--- config.mk ---
export PLATFORM = sky130hd
export DESIGN_NAME = memory_game_controller
export DESIGN_NICKNAME = d
export VERILOG_FILES = /design/src/rtl/memory_game_controller.sv
export SDC_FILE = /design/constraint.sdc
export NUM_CORES = 1
export LEC_CHECK = 0
export ABC_AREA = 1
export CORE_MARGIN = 2
export CORE_UTILIZATION = 53
export CTS_BUF_LIST = sky130_fd_sc_hd__clkbuf_4 sky130_fd_sc_hd__clkbuf_8 sky130_fd_sc_hd__clkbuf_16
export CTS_CLUSTER_SIZE = 10
export DETAILED_ROUTE_END_ITERATION = 8
export PLACE_DENSITY_LB_ADDON = 0.1
export SYNTH_ARGS = -nofsm -noshare
export SYNTH_HDL_FRONTEND = slang
export SYNTH_SLANG_ARGS = --single-unit
--- constraint.sdc ---
create_clock -name clock_25M -period 3.5 [get_ports clock_25M]
set_input_delay 0.7 -clock clock_25M [delete_from_list [all_inputs] [get_ports clock_25M]]
set_output_delay 0.7 -clock clock_25M [all_outputs]
set_load 0.02 [all_outputs]
--- src/rtl/memory_game_controller.sv ---
`timescale 1ns/1ps
// Game sequencer for the 5x4 memory board: debounces the three buttons, moves the cursor,
// sequences first/second picks, compares pairs and holds mismatches visible for a while.
module memory_game_controller #(
    parameter int DEBOUNCE_CYCLES = 250000,
    parameter int SHOW_CYCLES     = 25000000
) (
    input  logic         clock_25M,
    input  logic         reset,
    input  logic         new_game,
    input  logic         select,
    input  logic         move_x,
    input  logic         move_y,
    input  logic [99:0]  card_order,
    output logic [4:0]   cursor_pos,
    output logic [19:0]  revealed,
    output logic [19:0]  matched,
    output logic         game_won,
    output logic [7:0]   attempts
);

    localparam int CW = (DEBOUNCE_CYCLES > 1) ? $clog2(DEBOUNCE_CYCLES) : 1;
    localparam int TW = (SHOW_CYCLES > 0) ? $clog2(SHOW_CYCLES + 1) : 1;
    localparam logic [CW-1:0] CNT_MAX   = CW'(DEBOUNCE_CYCLES - 1);
    localparam logic [TW-1:0] SHOW_LOAD = TW'(SHOW_CYCLES);

    typedef enum logic [2:0] {PICK1, PICK2, COMPARE, SHOW, WON} state_t;

    logic          restart;
    logic [2:0]    buttons;
    logic [2:0]    sync1_q, sync2_q, stable_q, press_q;
    logic [CW-1:0] debCnt_q [3];
    logic          selPress, xPress, yPress;

    assign restart = reset | new_game;
    assign buttons = {select, move_x, move_y};
    assign {selPress, xPress, yPress} = press_q;

    // A level is accepted after DEBOUNCE_CYCLES consecutive synced samples that differ
    // from the accepted level; only an accepted fall (press) produces a pulse.
    always_ff @(posedge clock_25M) begin
        if (restart) begin
            sync1_q  <= '1;
            sync2_q  <= '1;
            stable_q <= '1;
            press_q  <= '0;
            for (int b = 0; b < 3; b++) debCnt_q[b] <= '0;
        end else begin
            sync1_q <= buttons;
            sync2_q <= sync1_q;
            for (int b = 0; b < 3; b++) begin
                press_q[b] <= 1'b0;
                if (sync2_q[b] == stable_q[b]) begin
                    debCnt_q[b] <= '0;
                end else if (debCnt_q[b] == CNT_MAX) begin
                    stable_q[b] <= sync2_q[b];
                    debCnt_q[b] <= '0;
                    press_q[b]  <= ~sync2_q[b];
                end else begin
                    debCnt_q[b] <= debCnt_q[b] + 1'b1;
                end
            end
        end
    end

    state_t        state_q, state_d;
    logic [4:0]    cursor_q, cursor_d, first_q, first_d, second_q, second_d;
    logic [19:0]   revealed_q, revealed_d, matched_q, matched_d;
    logic [7:0]    attempts_q, attempts_d;
    logic [TW-1:0] timer_q, timer_d;
    logic [4:0]    cursorAfterY, cursorAfterX;
    logic [19:0]   pairMask;
    logic          pairMatch;

    // Row step wraps inside the column; column step wraps 0 -> 4 through the board.
    assign cursorAfterY = yPress ? ((cursor_q[1:0] == 2'd3) ? cursor_q - 5'd3 : cursor_q + 5'd1) : cursor_q;
    assign cursorAfterX = xPress ? ((cursorAfterY < 5'd4) ? cursorAfterY + 5'd16 : cursorAfterY - 5'd4) : cursorAfterY;
    assign pairMask     = (20'd1 << first_q) | (20'd1 << second_q);
    assign pairMatch    = card_order[first_q*5+1 +: 4] == card_order[second_q*5+1 +: 4];

    always_ff @(posedge clock_25M) begin
        if (restart) begin
            state_q    <= PICK1;
            cursor_q   <= '0;
            first_q    <= '0;
            second_q   <= '0;
            revealed_q <= '0;
            matched_q  <= '0;
            attempts_q <= '0;
            timer_q    <= '0;
        end else begin
            state_q    <= state_d;
            cursor_q   <= cursor_d;
            first_q    <= first_d;
            second_q   <= second_d;
            revealed_q <= revealed_d;
            matched_q  <= matched_d;
            attempts_q <= attempts_d;
            timer_q    <= timer_d;
        end
    end

    // Selects act on the pre-move cursor; the cursor itself freezes only once the game is won.
    always_comb begin
        state_d    = state_q;
        cursor_d   = (state_q != WON) ? cursorAfterX : cursor_q;
        first_d    = first_q;
        second_d   = second_q;
        revealed_d = revealed_q;
        matched_d  = matched_q;
        attempts_d = attempts_q;
        timer_d    = timer_q;
        case (state_q)
            PICK1: begin
                if (selPress && !matched_q[cursor_q]) begin
                    revealed_d[cursor_q] = 1'b1;
                    first_d              = cursor_q;
                    state_d              = PICK2;
                end
            end
            PICK2: begin
                if (selPress && !revealed_q[cursor_q] && !matched_q[cursor_q]) begin
                    revealed_d[cursor_q] = 1'b1;
                    second_d             = cursor_q;
                    state_d              = COMPARE;
                end
            end
            COMPARE: begin
                attempts_d = (attempts_q != 8'hFF) ? attempts_q + 8'd1 : attempts_q;
                if (pairMatch) begin
                    matched_d  = matched_q | pairMask;
                    revealed_d = revealed_q & ~pairMask;
                    state_d    = (&(matched_q | pairMask)) ? WON : PICK1;
                end else begin
                    timer_d = SHOW_LOAD;
                    state_d = SHOW;
                end
            end
            SHOW: begin
                if (timer_q <= TW'(1)) begin
                    revealed_d = revealed_q & ~pairMask;
                    timer_d    = '0;
                    state_d    = PICK1;
                end else begin
                    timer_d = timer_q - 1'b1;
                end
            end
            WON: begin
                state_d = WON;
            end
            default: state_d = PICK1;
        endcase
    end

    assign cursor_pos = cursor_q;
    assign revealed   = revealed_q;
    assign matched    = matched_q;
    assign attempts   = attempts_q;
    assign game_won   = (state_q == WON);

endmodule
* Yosys cells after proc, flatten, opt, wreduce, memory -nomap -nowiden *
Memory sizes are Yosys's and may differ from the RTL's.
Cells that the tools add are included.

word-level totals
  register bits after elaboration = 103
  memory bits (writable) = 54
  bits of input ports = 106
  output and inout port bits = 54
  word-level logic and storage cells = 172
  memories = 1

memories
  memory    depth  bits a word  rd ports  clocked after Yosys merged registers in  write ports  RTL line  text
  debCnt_q  3      18           3         0                                        3            32        logic [CW-1:0] debCnt_q [3];

operators by class
  add/subtract/negate cells = 11
  multiply operators = 2
  order comparisons = 4
  equal/unequal tests = 19
  shifts and indexed selects = 4
  mux-type cells = 68
  bitwise gates (word level) = 24
  reductions and logical operators = 23

operators with widths
  kind                   number
  $shiftx 100x10->4      2
  $mux 18                9
  $mux 20                4
  $pmux 20 s4            1
  $or 20x20->20          3
  $add 18x1->18 const B  3
  $eq 18x18->1 const B   3
  $mux 25                2
  $pmux 25 s2            1
  $shl 1x5->20 const A   2
  $mux 1                 38
  $le 25x1->1 const B    1
  $sub 25x1->25 const B  1
  $and 20x20->20         1
  $mux 5                 4
  $not 20->20            1
  $reduce_and 20->1      1
  $add 8x1->9 const B    2
  $mul 5x3->8 const B    2
  $reduce_and 2->1       8
  $mux 3                 5
  $pmux 3 s5             1
  $bmux 1 s5             2
  $ne 2x2->1 const B     5
  other kinds (27)       53

* Logic depth before layout (Yosys ltp) *
  word-level depth = 7
  depth in mapped cells = 20
  depth with buffers taken out = 18

* Least setup slack after synthesis *
No wires, ideal clock.

  path kind = input to register
  from = input new_game
  to = memory debCnt_q[1][16] (netlist bit), data pin
  data arrival time = 2266 ps
  required time = 3370 ps
  slack = 1103 ps
  stages = 9
  path through = nor2_1 -> clkinv_1 -> a21oi_1 -> o21ai_0 -> nor2_1 -> inv_1 -> clkbuf_1 -> a21oi_1 -> o21a_1

RTL lines
  item         RTL line  text
  from (decl)  10        input logic new_game,
  to (decl)    32

* Final worst setup path *
  from = register second_q[2]
  to = register timer_q[18]

between the ends
  longest elaborated chain between the ends = 6

RTL lines
  item                               RTL line  text
  from (decl)                        67        logic [4:0] cursor_q, cursor_d, first_q, first_d, second_q, second_d;
  from (signal assigned)             95        second_q <= second_d;
  $mul 5x3->8                        79        assign pairMatch = card_order[first_q*5+1 +: 4] == card_order[second_q*5+1 +: 4];
  $add 8x1->9                        79
  $shiftx 100x10->4                  79
  $eq 4x4->1                         79
  $ne 2x2->1 (no source line)        -
  $reduce_and 2->1 (no source line)  -
  to (signal assigned)               99        timer_q <= timer_d;
  to (decl)                          70        logic [TW-1:0] timer_q, timer_d;

No other way between the ends.
A chain may end at the register's enable or synchronous reset.

==> impl_metrics.tcl <==
set metrics [dict create \
    status "completed" \
    nets 1877 \
    maxCapViolCount 0 \
    rr_startpoint "second_q[2]" \
    start_kind "flop" \
    final_common_cell "nand2_1" \
    fin_skew_ns 0.01364 \
    min_period_ns 2.966 \
    cts_root_buf "clkbuf_16" \
    cts_tree "done" \
    grtUsageTotal_pct 27.97 \
    rsz0062_at_grt "false" \
    drt-initial-drc-count 912 \
    num_vias 10960 \
    arrival_ns 3.27 \
    critPathLaunch "second_q[2]" \
    initial_core_util_pct 53.73 \
    dieArea_sq_um 20810 \
    synth_edf_count 54 \
    viasPerCell 5.381 \
    dr.pass1.iters 5 \
    syn_area_per_cell_sq_um 6.560 \
    tightestPinTransition_ns 0.9360 \
    diodes 0 \
    cp_max_fo 17 \
    grt_overflow 0 \
    worstHoldStart "sync1_q[1]" \
    ctsHoldBuffers 0 \
    h-tree-depth 4 \
    hold_viol 0 \
    synth-async-reset-ratio_pct 0 \
    die_y_um 144.2 \
    syn-cell-area_sq_um 10420 \
    cts.path.max_buffers 2 \
    dp.final_hpwl_mm 21.21 \
    slew_headroom_pct 37.53 \
    pre_cts_ws_ns 0.4566 \
    yosysTopAreaCell "dfxtp_1" \
    holdCritPathClass "reg -> reg" \
    fin_area_sq_um 12750 \
    cts_sinks 157 \
    crit_slowest_cell "dfxtp_1" \
    max_stage_delay_ns 0.67 \
    post-route-period-util_pct 84.73 \
    drtAntennaViolNets 0 \
    critPathKind "reg -> reg" \
    numCtsBuffers 17 \
    worstPathRequired_ns 3.80 \
    setup_ws_ns 0.5345 \
    antenna_found_initial 0 \
    synth_area_leaders "dfxtp_1 20%, edfxtp_1 16%, nand2_1 15%" \
    wl_mm 29.33 \
    final-setup-viol-count 0 \
    portBuffers 139 \
    synth.distinct_cells 48 \
    clk_pin_slew_ns 0.07 \
    clk_latency_ns 0.44 \
    crit_chain "inv_1 -> a21oi_1 -> nand3_1 -> nand3_1 -> nand2_1 -> nand2_1 -> nand2_1 -> nand2_1 -> nand2_1 -> nor2_2 -> nand2_2 -> nand2_4 -> buf_4 -> nand2_1 -> nand2_1 -> a21oi_1" \
    syn_inst 1589 \
    ir_drop_mv 0.3438 \
    post_cts_buffers 0 \
    io_pins 160 \
    drive_gt1_share_pct 6.437 \
    rows 51 \
    endpoint_kind "flop" \
    layout_common_cells "423 x nand2_1, 191 x inv_1, 154 x nor2_1, 144 x a21oi_1, 139 x clkdlybuf4s50_1" \
    nFillCells 1844 \
    fin_util_pct 65.75 \
    gp_congestion 0.9524 \
    ys.flop_type "dfxtp_1" \
    core_area_sq_um 19400 \
    ys_warn_count 0 \
    placedInstanceArea_sq_um 12160 \
    routedWlPerCell_um 14.41 \
    cts_resized 0 \
    synth_seq_cells 157 \
    hold_slack_ns 0.4143 \
    p_leak_uw 0.005251 \
    grt_pass1_vias 9712 \
    synthDominantCellAreaShare_pct 19.78 \
    areaGrowthSynthToFinish_pct 22.36 \
    cp_common_cell "nand2_1" \
    yosysSeqAreaShare_pct 35.34 \
    p_per_area_nw_per_um2 318.1 \
    post-route-drc-count 0 \
    slew_viol_final 0 \
    crit_buf_inv 2 \
    cp_top_family "simple AND/OR/NAND/NOR gates" \
    die_width_um 144.2 \
    setup-tns-final_ns 0 \
    grt_pass1_wl_mm 46.46 \
    fmax_mhz 337.2 \
    grt_max_degree 61 \
]
==> stage by stage <==
stage,total power [uW],instances
2_1_floorplan,2078,1642
3_3_place_gp,2212,2004
3_5_place_dp,2215,2004
4_1_cts,4083,2036
5_1_grt,4179,2036
6_report,4057,2036
==> power by group <==
part	total, uW	switching [uW]	internal (uW)
Clock	1880	860	1020
Sequential	1930	19.5	1910
Combinational	254	125	129
==> cell usage after synthesis (10+ instances only) <==
master	n
xor2_1	15
nand2_1	423
nor2_2	10
ha_1	13
clkbuf_1	23
nor3b_1	10
inv_1	191
nor4_1	12
o21ai_0	99
edfxtp_1	54
nor3_1	29
nand4_1	24
a21oi_1	144
inv_2	11
nand3_1	100
dfxtp_1	103
o22ai_1	14
nor2_1	155
o21ai_1	22
nand3_2	10
a22oi_1	20
buf_2	21
or2_2	14
==> path summary, 6_finish.rpt <==
check / endpoint / slack [ns] / cells after the start
worst max-delay path: timer_q[18] / 0.53 / 16
worst min-delay path: sync2_q[1] / 0.41 / 1
worst max register to register: timer_q[18] / 0.53 / 16
worst min register to register: sync2_q[1] / 0.41 / 1
==> routing by layer <==
metal  track usage, %  wire, um  up-vias
met5                0         0        -
met4            9.096       692        0
met3            4.338      1794       62
met2            47.92     13910      377
met1            36.28     12930     4995
li1                 -         -     5521
==> final cells by class <==
type	instances	area [sq um]	area share (%)
repair buffers	157	1526	11.97
well taps	265	331.6	2.600
inverters	204	765.7	6.004
clock inverters	15	171.4	1.344
clock buffers	17	425.4	3.335
multi-input cells	1221	5851	45.87
flip-flops and latches	157	3684	28.88
==> state kept, by name, indices dropped and copies added (netlist names), 5 cells and up <==
| name | flops |
|---|---|
| first_q | 5 |
| cursor_pos | 5 |
| matched | 20 |
| second_q | 5 |
| debCnt_q | 54 |
| timer_q | 25 |
| attempts | 8 |
| revealed | 20 |
==> kinds of logic (layout without fill, tap and decap cells) <==
kind of cell | after synthesis | in the layout | share of synthesized area, %
adders and majority gates | 13 | 13 | 1.560
DFF | 157 | 157 | 35.34
buffers and inverters | 264 | 393 | 10.51
xor gates and xnor gates | 18 | 18 | 1.513
other | 1 | 54 | 0.03598
and+or+nand+nor | 800 | 800 | 33.29
AOI/OAI and AO/OA | 336 | 336 | 17.75
Power figures use the tool's default switching activity.
